## config.mk

```make
export PLATFORM = sky130hd
export DESIGN_NAME = avion_io_port_flat
export DESIGN_NICKNAME = d
export VERILOG_FILES = /design/src/rtl/avion_io_port_if.sv /design/src/rtl/avion_io_port.sv /design/src/flat_wrapper.sv
export SDC_FILE = /design/constraint.sdc
export NUM_CORES = 1
export LEC_CHECK = 0
export CAP_MARGIN = 0
export CORE_ASPECT_RATIO = 2
export CORE_MARGIN = 4
export CORE_UTILIZATION = 58
export CTS_BUF_LIST = sky130_fd_sc_hd__clkbuf_16
export DETAILED_ROUTE_END_ITERATION = 16
export PLACE_DENSITY_LB_ADDON = 0.1
export SLEW_MARGIN = 20
export SYNTH_ARGS = -nofsm -noshare
export SYNTH_HDL_FRONTEND = slang
export SYNTH_SLANG_ARGS = --single-unit
```

## constraint.sdc

```tcl
create_clock -name clk -period 2.95 [get_ports clk]
set_clock_uncertainty 0.1 [all_clocks]
set_input_delay 0.295 -clock clk [delete_from_list [all_inputs] [get_ports clk]]
set_output_delay 0.295 -clock clk [all_outputs]
set_load 0.005 [all_outputs]
```

## src/rtl/avion_io_port_if.sv

```systemverilog
// avion_io_port_if
// Bus bundle between the avion_cpu memory bus and the avion_io_port peripheral.
//   MAR      : bus address from the CPU
//   RAMWr    : bus write strobe
//   MDRIn    : bus write data
//   io_hit   : combinational window hit (top level gates RAM write with ~io_hit)
//   io_hit_q : registered hit, selects io_rdata onto MDROut
//   io_rdata : registered read data
// master = CPU / bus side, slave = peripheral side.
interface avion_io_port_if #(
    parameter int ADDRESS_WIDTH = 6,
    parameter int DATA_WIDTH    = 10
);
    logic [ADDRESS_WIDTH-1:0] MAR;
    logic                     RAMWr;
    logic [DATA_WIDTH-1:0]    MDRIn;
    logic                     io_hit;
    logic                     io_hit_q;
    logic [DATA_WIDTH-1:0]    io_rdata;

    modport master (
        output MAR, RAMWr, MDRIn,
        input  io_hit, io_hit_q, io_rdata
    );

    modport slave (
        input  MAR, RAMWr, MDRIn,
        output io_hit, io_hit_q, io_rdata
    );
endinterface

```

## src/rtl/avion_io_port.sv

```systemverilog
// avion_io_port
// Memory-mapped transmit peripheral on the avion_cpu bus. A 4-word window at
// BASE_ADDR exposes TXDATA (0), STATUS (1), BAUDDIV (2) and LED (3). Bytes
// written to TXDATA go through a small FIFO and are serialized as 8N1 frames
// on tx (8E1-style frame with an even-parity bit when AVION_IO_PARITY_EN is
// defined).
// Ports:
//   clk   : clock, rising edge
//   rst_n : asynchronous active-low reset
//   bus   : avion_io_port_if.slave (MAR, RAMWr, MDRIn, io_hit, io_hit_q, io_rdata)
//   tx    : serial output, idles high
//   leds  : LED register value
// Optional feature macro: AVION_IO_PARITY_EN
module avion_io_port #(
    parameter int ADDRESS_WIDTH = 6,
    parameter int DATA_WIDTH    = 10,
    parameter int BASE_ADDR     = 60,
    parameter int FIFO_DEPTH    = 4,
    parameter int DEFAULT_DIV   = 15
) (
    input  logic                  clk,
    input  logic                  rst_n,
    avion_io_port_if.slave        bus,
    output logic                  tx,
    output logic [DATA_WIDTH-1:0] leds
);

    localparam int PTR_W = (FIFO_DEPTH > 1) ? $clog2(FIFO_DEPTH) : 1;
    localparam logic [ADDRESS_WIDTH-1:0] BASE_C = ADDRESS_WIDTH'(BASE_ADDR);
    localparam logic [9:0] DEF_DIV_C  = 10'(DEFAULT_DIV);
    localparam logic [2:0] DEPTH_C    = 3'(FIFO_DEPTH);

    typedef enum logic [2:0] {
        ST_IDLE   = 3'd0,
        ST_START  = 3'd1,
        ST_DATA   = 3'd2,
        ST_PARITY = 3'd3,
        ST_STOP   = 3'd4
    } state_t;

    // Wrap a FIFO pointer at FIFO_DEPTH.
    function automatic logic [PTR_W-1:0] ptr_inc(input logic [PTR_W-1:0] p);
        logic [PTR_W-1:0] r;
        if (p == PTR_W'(FIFO_DEPTH - 1)) begin
            r = '0;
        end else begin
            r = p + PTR_W'(1);
        end
        return r;
    endfunction

`ifdef AVION_IO_PARITY_EN
    // Even parity: the bit that makes the total number of ones even.
    function automatic logic even_parity(input logic [7:0] d);
        return ^d;
    endfunction
`endif

    // Bus decode
    logic                  hit_s;
    logic [1:0]            off_s;
    logic                  wr_s;
    logic                  push_req_s;
    logic                  push_ok_s;
    logic                  stat_wr_s;
    logic                  div_wr_s;
    logic                  led_wr_s;

    // Registers
    logic [9:0]            div_r;
    logic [DATA_WIDTH-1:0] leds_r;
    logic                  ovf_r;
    logic                  hit_q_r;
    logic [DATA_WIDTH-1:0] rdata_r;
    logic [DATA_WIDTH-1:0] rd_mux_s;
    logic [DATA_WIDTH-1:0] status_s;

    // FIFO
    logic [7:0]            fifo_mem_r [FIFO_DEPTH];
    logic [PTR_W-1:0]      wr_ptr_r;
    logic [PTR_W-1:0]      rd_ptr_r;
    logic [2:0]            count_r;
    logic                  empty_s;
    logic                  full_s;
    logic [7:0]            head_s;
    logic                  pop_s;

    // Serializer
    state_t                state_r;
    state_t                state_next_s;
    logic [9:0]            bit_cnt_r;
    logic [9:0]            cnt_next_s;
    logic [2:0]            bit_idx_r;
    logic [2:0]            idx_next_s;
    logic [7:0]            shift_r;
    logic [7:0]            shift_next_s;
    logic                  tx_r;
    logic                  tx_next_s;
    logic                  busy_s;
`ifdef AVION_IO_PARITY_EN
    logic                  parity_r;
    logic                  parity_next_s;
`endif

    // Address window decode; BASE_ADDR is 4-aligned so the upper bits select.
    always_comb begin
        hit_s      = (bus.MAR[ADDRESS_WIDTH-1:2] == BASE_C[ADDRESS_WIDTH-1:2]);
        off_s      = bus.MAR[1:0];
        wr_s       = hit_s && bus.RAMWr;
        push_req_s = wr_s && (off_s == 2'd0);
        stat_wr_s  = wr_s && (off_s == 2'd1);
        div_wr_s   = wr_s && (off_s == 2'd2);
        led_wr_s   = wr_s && (off_s == 2'd3);
        empty_s    = (count_r == 3'd0);
        full_s     = (count_r == DEPTH_C);
        head_s     = fifo_mem_r[rd_ptr_r];
        // A simultaneous pop frees the slot, so a push into a full FIFO is accepted.
        push_ok_s  = push_req_s && (!full_s || pop_s);
        busy_s     = (state_r != ST_IDLE);
    end

    assign bus.io_hit   = hit_s;
    assign bus.io_hit_q = hit_q_r;
    assign bus.io_rdata = rdata_r;
    assign tx           = tx_r;
    assign leds         = leds_r;

    // STATUS word assembly and read data mux.
    always_comb begin
        status_s      = '0;
        status_s[0]   = busy_s;
        status_s[1]   = empty_s;
        status_s[2]   = full_s;
        status_s[3]   = ovf_r;
        status_s[6:4] = count_r;
        case (off_s)
            2'd0:    rd_mux_s = '0;
            2'd1:    rd_mux_s = status_s;
            2'd2:    rd_mux_s = DATA_WIDTH'(div_r);
            2'd3:    rd_mux_s = leds_r;
            default: rd_mux_s = '0;
        endcase
    end

    // Registered read port: one-cycle latency, old value on same-cycle write.
    always_ff @(posedge clk or negedge rst_n) begin
        if (!rst_n) begin
            hit_q_r <= 1'b0;
            rdata_r <= '0;
        end else begin
            hit_q_r <= hit_s;
            rdata_r <= hit_s ? rd_mux_s : '0;
        end
    end

    // Writable registers and sticky overflow flag.
    always_ff @(posedge clk or negedge rst_n) begin
        if (!rst_n) begin
            div_r  <= DEF_DIV_C;
            leds_r <= '0;
            ovf_r  <= 1'b0;
        end else begin
            if (div_wr_s) begin
                div_r <= 10'(bus.MDRIn);
            end
            if (led_wr_s) begin
                leds_r <= bus.MDRIn;
            end
            if (push_req_s && !push_ok_s) begin
                ovf_r <= 1'b1;
            end else if (stat_wr_s) begin
                ovf_r <= 1'b0;
            end
        end
    end

    // TX FIFO storage, pointers and occupancy.
    always_ff @(posedge clk or negedge rst_n) begin
        if (!rst_n) begin
            for (int i = 0; i < FIFO_DEPTH; i++) begin
                fifo_mem_r[i] <= 8'h00;
            end
            wr_ptr_r <= '0;
            rd_ptr_r <= '0;
            count_r  <= 3'd0;
        end else begin
            if (push_ok_s) begin
                fifo_mem_r[wr_ptr_r] <= bus.MDRIn[7:0];
                wr_ptr_r             <= ptr_inc(wr_ptr_r);
            end
            if (pop_s) begin
                rd_ptr_r <= ptr_inc(rd_ptr_r);
            end
            case ({push_ok_s, pop_s})
                2'b10:   count_r <= count_r + 3'd1;
                2'b01:   count_r <= count_r - 3'd1;
                default: count_r <= count_r;
            endcase
        end
    end

    // Serializer next-state, counters and next tx level.
    always_comb begin
        state_next_s = state_r;
        cnt_next_s   = bit_cnt_r;
        idx_next_s   = bit_idx_r;
        shift_next_s = shift_r;
        pop_s        = 1'b0;
        tx_next_s    = 1'b1;
`ifdef AVION_IO_PARITY_EN
        parity_next_s = parity_r;
`endif
        case (state_r)
            ST_IDLE: begin
                if (!empty_s) begin
                    pop_s        = 1'b1;
                    shift_next_s = head_s;
                    cnt_next_s   = div_r;
                    state_next_s = ST_START;
`ifdef AVION_IO_PARITY_EN
                    parity_next_s = even_parity(head_s);
`endif
                end else begin
                    state_next_s = ST_IDLE;
                end
            end
            ST_START: begin
                if (bit_cnt_r == 10'd0) begin
                    cnt_next_s   = div_r;
                    idx_next_s   = 3'd0;
                    state_next_s = ST_DATA;
                end else begin
                    cnt_next_s = bit_cnt_r - 10'd1;
                end
            end
            ST_DATA: begin
                if (bit_cnt_r == 10'd0) begin
                    cnt_next_s   = div_r;
                    shift_next_s = {1'b0, shift_r[7:1]};
                    if (bit_idx_r == 3'd7) begin
`ifdef AVION_IO_PARITY_EN
                        state_next_s = ST_PARITY;
`else
                        state_next_s = ST_STOP;
`endif
                    end else begin
                        idx_next_s = bit_idx_r + 3'd1;
                    end
                end else begin
                    cnt_next_s = bit_cnt_r - 10'd1;
                end
            end
`ifdef AVION_IO_PARITY_EN
            ST_PARITY: begin
                if (bit_cnt_r == 10'd0) begin
                    cnt_next_s   = div_r;
                    state_next_s = ST_STOP;
                end else begin
                    cnt_next_s = bit_cnt_r - 10'd1;
                end
            end
`endif
            ST_STOP: begin
                if (bit_cnt_r == 10'd0) begin
                    // Chain straight into the next frame when data is waiting.
                    if (!empty_s) begin
                        pop_s        = 1'b1;
                        shift_next_s = head_s;
                        cnt_next_s   = div_r;
                        state_next_s = ST_START;
`ifdef AVION_IO_PARITY_EN
                        parity_next_s = even_parity(head_s);
`endif
                    end else begin
                        state_next_s = ST_IDLE;
                    end
                end else begin
                    cnt_next_s = bit_cnt_r - 10'd1;
                end
            end
            default: begin
                state_next_s = ST_IDLE;
            end
        endcase

        case (state_next_s)
            ST_START:  tx_next_s = 1'b0;
            ST_DATA:   tx_next_s = shift_next_s[0];
`ifdef AVION_IO_PARITY_EN
            ST_PARITY: tx_next_s = parity_next_s;
`endif
            default:   tx_next_s = 1'b1;
        endcase
    end

    // Serializer state register; tx is registered from the next state.
    always_ff @(posedge clk or negedge rst_n) begin
        if (!rst_n) begin
            state_r   <= ST_IDLE;
            bit_cnt_r <= 10'd0;
            bit_idx_r <= 3'd0;
            shift_r   <= 8'h00;
            tx_r      <= 1'b1;
`ifdef AVION_IO_PARITY_EN
            parity_r  <= 1'b0;
`endif
        end else begin
            state_r   <= state_next_s;
            bit_cnt_r <= cnt_next_s;
            bit_idx_r <= idx_next_s;
            shift_r   <= shift_next_s;
            tx_r      <= tx_next_s;
`ifdef AVION_IO_PARITY_EN
            parity_r  <= parity_next_s;
`endif
        end
    end

endmodule

```

## src/flat_wrapper.sv

```systemverilog
// flat-port wrapper written by rule: the top's interface ports become plain ports
module avion_io_port_flat 
#(
    parameter int ADDRESS_WIDTH = 6,
    parameter int DATA_WIDTH    = 10,
    parameter int BASE_ADDR     = 60,
    parameter int FIFO_DEPTH    = 4,
    parameter int DEFAULT_DIV   = 15
)
  (clk, rst_n, tx, leds, bus_MAR, bus_RAMWr, bus_MDRIn, bus_io_hit, bus_io_hit_q, bus_io_rdata);
  avion_io_port_if #(.ADDRESS_WIDTH(ADDRESS_WIDTH), .DATA_WIDTH(DATA_WIDTH)) bus_i ();
  input  logic clk;
  input  logic rst_n;
  output logic tx;
  output logic [DATA_WIDTH-1:0] leds;
  input wire logic [$bits(bus_i.MAR)-1:0] bus_MAR;
  input wire logic [$bits(bus_i.RAMWr)-1:0] bus_RAMWr;
  input wire logic [$bits(bus_i.MDRIn)-1:0] bus_MDRIn;
  output wire logic [$bits(bus_i.io_hit)-1:0] bus_io_hit;
  output wire logic [$bits(bus_i.io_hit_q)-1:0] bus_io_hit_q;
  output wire logic [$bits(bus_i.io_rdata)-1:0] bus_io_rdata;
  assign bus_i.MAR = bus_MAR;
  assign bus_i.RAMWr = bus_RAMWr;
  assign bus_i.MDRIn = bus_MDRIn;
  assign bus_io_hit = bus_i.io_hit;
  assign bus_io_hit_q = bus_i.io_hit_q;
  assign bus_io_rdata = bus_i.io_rdata;
  avion_io_port #(.ADDRESS_WIDTH(ADDRESS_WIDTH), .DATA_WIDTH(DATA_WIDTH), .BASE_ADDR(BASE_ADDR), .FIFO_DEPTH(FIFO_DEPTH), .DEFAULT_DIV(DEFAULT_DIV)) u_core (.clk(clk), .rst_n(rst_n), .bus(bus_i), .tx(tx), .leds(leds));
endmodule
```

# After elaboration in Yosys (flattened, before gate mapping)
# Index checks and enable logic that the tools add are counted.
# classes
reduce_logical	24
bitwise_logic	2
n_lt_le_gt_ge	3
n_eq_ne	19
muxes	35
n_addsub	6
# ops
operator	count
two-way mux 8 bit	6
two-way mux 10 bit	4
case mux 10 bit (4 select lines)	1
bitwise mux 32 bit	1
case mux 10 bit (3 select lines)	1
case mux 8 bit (3 select lines)	1
two-way mux 3 bit	7
binary-select mux 8 bit (select 2 bit)	1
demux 8 bit (select 2 bit)	1
case mux 3 bit (2 select lines)	2
case mux 3 bit (4 select lines)	1
== test 2 bit, second input constant	5
zero test 10 bit	1
subtractor 10 x 1 -> 10 bit, second input constant	1
== test 3 bit, second input constant	3
nonzero test 3 bit	3
logical AND 1 bit	8
adder 3 x 1 -> 3 bit, second input constant	2
== test 3 x 1 -> 1 bit, second input constant	2
== test 3 x 2 -> 1 bit, second input constant	2
greater-or-equal comparator 3 bit, second input constant	2
zero test 3 bit	2
!= test 2 x 1 -> 1 bit, second input constant	3
inverter 2 -> 3 bit	2
other kinds (16)	27
# word_totals
output_inout_bits	23
reg_bits	96

# Depth between registers and ports, before layout
# depth
word_depth	9
mapped_depth	10
mapped_depth_nobuf	10

# Worst setup path after synthesis
# OpenSTA, ideal clock, no wires.
# synth_path
kind	register to register
from	reg u_core.bit_cnt_r[0]
to	reg u_core.count_r[2]
period_less_slack_ns	2.564
stages_incl_launch_ff	11
slack_ns	0.386
arrival_time_ns	2.338
t_required_ns	2.724
cell_sequence	dfrtp_1 > inv_1 > ha_1 > nor3b_2 > a31oi_1 > nor3_1 > inv_1 > fa_1 > a21oi_1 > a22oi_1 > xnor2_1
# synth_between
elab_chain_cells	7
# synth_lines
element	line	text
start: declaration	avion_io_port.sv:91	logic [9:0] bit_cnt_r;
start signal: assignment	avion_io_port.sv:309	bit_cnt_r <= cnt_next_s;
zero test 10 bit (*)	avion_io_port.sv:264	if (bit_cnt_r == 10'd0) begin
two-way mux 1 bit (*)	avion_io_port.sv:264	
case mux 1 bit (2 select lines) (*)	avion_io_port.sv:213	case (state_r)
logical OR 1 bit	avion_io_port.sv:118	push_ok_s = push_req_s && (!full_s || pop_s);
logical AND 1 bit	avion_io_port.sv:118	
== test 2 x 1 -> 1 bit or == test 2 bit (tied branches)	avion_io_port.sv:194	case ({push_ok_s, pop_s})
case mux 3 bit (2 select lines) or nonzero test 2 bit (tied branches)	--	
end signal: assignment	avion_io_port.sv:195	2'b10: count_r <= count_r + 3'd1;
end signal: assignment	avion_io_port.sv:196	2'b01: count_r <= count_r - 3'd1;
end signal: assignment	avion_io_port.sv:197	default: count_r <= count_r;
end: declaration	avion_io_port.sv:82	logic [2:0] count_r;
# Mark *: on every way between the ends. The rest lies on a longest branch, timed or not.
# A chain may end at the register's enable or synchronous reset.

# Worst setup path in the final report
# Ends and elaborated chain as after synthesis.

==> flow_summary.yaml <==
final_layout:
  fin_cells: 548
  areaGrowthSynthToFinish_pct: 19.6
  diodes: 0
  final_nets: 475
  layout-drive-gt1-share_pct: 27.7
clocking:
  htreeDepth: 3
  post_cts_buffers: 0
  cts_buffer_depth: 2
  cts_made_buffers: 9
  holdBufCountCts: 1
  cts_tree: "done"
  clk_pin_slew_worst_paths_ns: 0.07
  clock-sinks: 96
  clk-insertion-delay-late_ns: 0.34
  cts_resized: 0
  cts-root-buf: "clkbuf_16"
pwr:
  power_switching_uw: 1590
  internal_power_uw: 3070
  power.leakage_uw: 0.00264
  power_uw: 4660
  switching_share_pct: 34.0
  p_clk_share_pct: 28.6
  ir_drop_mv: 0.575
  power_density_nw_per_um2: 813
  power_frac_seq_pct: 40.2
  combPwrFrac_pct: 31.2
logic_synthesis:
  synth_top_cell_by_area: "dfrtp_1"
  postSynthAreaPerCell_sq_um: 12.1
  synth_top_area_share_pct: 47.6
  syn_inst: 394
  syn_area_sq_um: 4790
  synth_nets: 422
  synthDistinctLibCells: 70
  async_reset_ff_share_pct: 100
  ys_top_cells_by_area: "dfrtp_1, mux2_2, mux4_2"
  synth.most_common_cell: "dfrtp_1"
  seq_area_frac_synth_pct: 50.3
  yosysWarningCount: 0
  synth_ff_type: "dfrtp_1"
  synth_seq_cells: 96
  synthTopCellsByCount: "dfrtp_1, mux2_2, nor2_1, nand2_1, o21ai_0"
  synth_edf_count: 0
route:
  vias: 3498
  post_drt_wl_per_cell_um: 21.4
  first_iter_violations: 339
  remaining_drc_errors: 0
  ant_nets: 0
  drt_pass1_iterations: 5
  drt_wl_total_um: 11700
  vias_per_cell: 6.38
timing:
  finalSetupViolations: 0
  fin_crit_sh_pct: 92.5
  setup_ws_ns: 0.220
  tns_ns: 0
  relSlewSlack_pct: 42.9
  hold_violations: 0
  maxSlewViolCount: 0
  fin_crit_ns: 2.73
  tightestPinTransition_ns: 0.856
  fmax_mhz: 366
  grt_setup_unrepaired: "false"
setup_path:
  crit_path_end_kind: "flop"
  arrival_ns: 2.84
  rrSetupSlack_ns: 0.22
  path_max_fanout: 5
  critPathRequiredTime_ns: 3.06
  crit_type: "reg2reg"
  worst_setup_path_start_kind: "flop"
placement:
  post-dp-hpwl_um: 8920
  portBuffers: 41
  gp_congestion: 0.997
  dp_slack_ns: 0.222
  place_inst: 531
floorplan:
  start_util_pct: 59.8
  fp.coreArea_sq_um: 8000
  io_pins: 42
  die_area_sq_um: 9860
  rows: 46
  dieHeight_um: 136
  die_width_um: 72.2
grt:
  grt_pass1_vias: 3628
  grt_pass1_wl_um: 19100
  grt_max_degree: 50
  antenna_found_initial: 0
  grt-ovfl-total: 0
  grt_usage_pct: 25.9
worst_hold_path:
  hold_path_class: "reg2reg"
run:
  max-cap-violations: 0
status:
  status: "complete, no violations"
[registers in the layout (all words and copies together) (netlist names)]
signal and cells:
u_core.shift_r 8, u_core.count_r 3, u_core.state_r 3, u_core.wr_ptr_r 2
u_core.bus.io_hit_q 1, u_core.fifo_mem_r 32, u_core.bit_idx_r 3, u_core.ovf_r 1
u_core.leds 10, u_core.tx 1, u_core.bit_cnt_r 10, u_core.bus.io_rdata 10
u_core.div_r 10, u_core.rd_ptr_r 2
[layer usage]
| layer | routed length [um] | up-vias | track usage, % |
|---|---|---|---|
| li1 | - | 1585 | - |
| met1 | 4150 | 1750 | 27.8 |
| met2 | 6660 | 127 | 47.6 |
| met3 | 416 | 36 | 4.07 |
| met4 | 477 | 0 | 12.9 |
| met5 | 0 | - | 0 |
[cell usage in the layout, fill, tap and decap left out, drive strengths merged, types with 2 or more instances in the layout]
cell,n
or3,2
inv,13
a21oi,14
nor3,13
o311ai,2
mux2i,5
a31oi,3
o21ai,13
o31ai,2
or2,2
nand4,4
nor2,31
mux4,8
mux2,60
and3,8
clkbuf,9
nand3,6
o211ai,3
nor4,6
nand2b,2
or4,3
bufinv,3
o31a,2
xnor2,2
dfstp,5
dfrtp,91
clkdlybuf4s50,40
buf,20
nand2,22
a221o,8
clkinv,2
a22oi,10
nor3b,3
ha,8
a22o,4
[cells by family after synthesis]
family | count (synthesis) | synth area share, %
and+or+nand+nor | 108 | 13.2
buffers and inverters | 30 | 2.69
adders and majority gates | 10 | 2.72
AOI/OAI and AO/OA | 74 | 11.6
xor gates and xnor gates | 3 | 0.549
DFF | 96 | 50.3
muxes | 73 | 18.9
[critical path, cell delays in order (launching register included)]
cell and delay, ns:
dfrtp_1 0.42, inv_1 0.12, ha_1 0.21, nor3b_2 0.22, a31oi_1 0.20, nor3_1 0.41
inv_1 0.11, fa_1 0.41, a21oi_1 0.15, a22oi_1 0.11, xnor2_1 0.16
[metrics by stage]
| stage | area [sq um] | utilization (%) | hold WS (ns) |
|---|---|---|---|
| 2_1_floorplan | 4790 | - | -0.101 |
| 3_3_place_gp | 5370 | 67.1 | 0.242 |
| 3_5_place_dp | 5370 | 67.1 | 0.244 |
| 4_1_cts | 5720 | 71.5 | 0.392 |
| 5_1_grt | 5730 | 71.6 | 0.419 |
| 6_report | 5730 | 71.6 | 0.385 |
[power by group through the flow]
stage,clock network [uW],registers [uW],logic (uW)
2_1_floorplan,0,1760,1070
3_3_place_gp,0,1880,1400
3_5_place_dp,0,1890,1430
4_1_cts,1350,1870,1440
5_1_grt,1410,1910,1600
6_report,1330,1870,1450
[area by class of cell]
| cell class | count | area [sq um] |
|---|---|---|
| Clock buffer | 9 | 225 |
| Clock inverter | 7 | 116 |
| Fill cell | 611 | 2270 |
| Inverter | 11 | 41.3 |
| Multi-Input combinational cell | 268 | 2250 |
| Sequential cell | 96 | 2410 |
| Tap cell | 96 | 120 |
| Timing Repair Buffer | 61 | 561 |
[final timing paths]
path                                      startpoint                endpoint  cells after the start
min in group asynchronous                      rst_n  u_core.bus.io_rdata[1]                      2
worst max register to register   u_core.bit_cnt_r[0]       u_core.count_r[2]                     10
worst min-delay path            u_core.fifo_mem_r[5]    u_core.fifo_mem_r[5]                      1
worst min register to register  u_core.fifo_mem_r[5]    u_core.fifo_mem_r[5]                      1
max in group asynchronous                      rst_n         u_core.div_r[1]                      3
worst max-delay path             u_core.bit_cnt_r[0]       u_core.count_r[2]                     10
No activity file was read; power rests on OpenSTA's default activity.
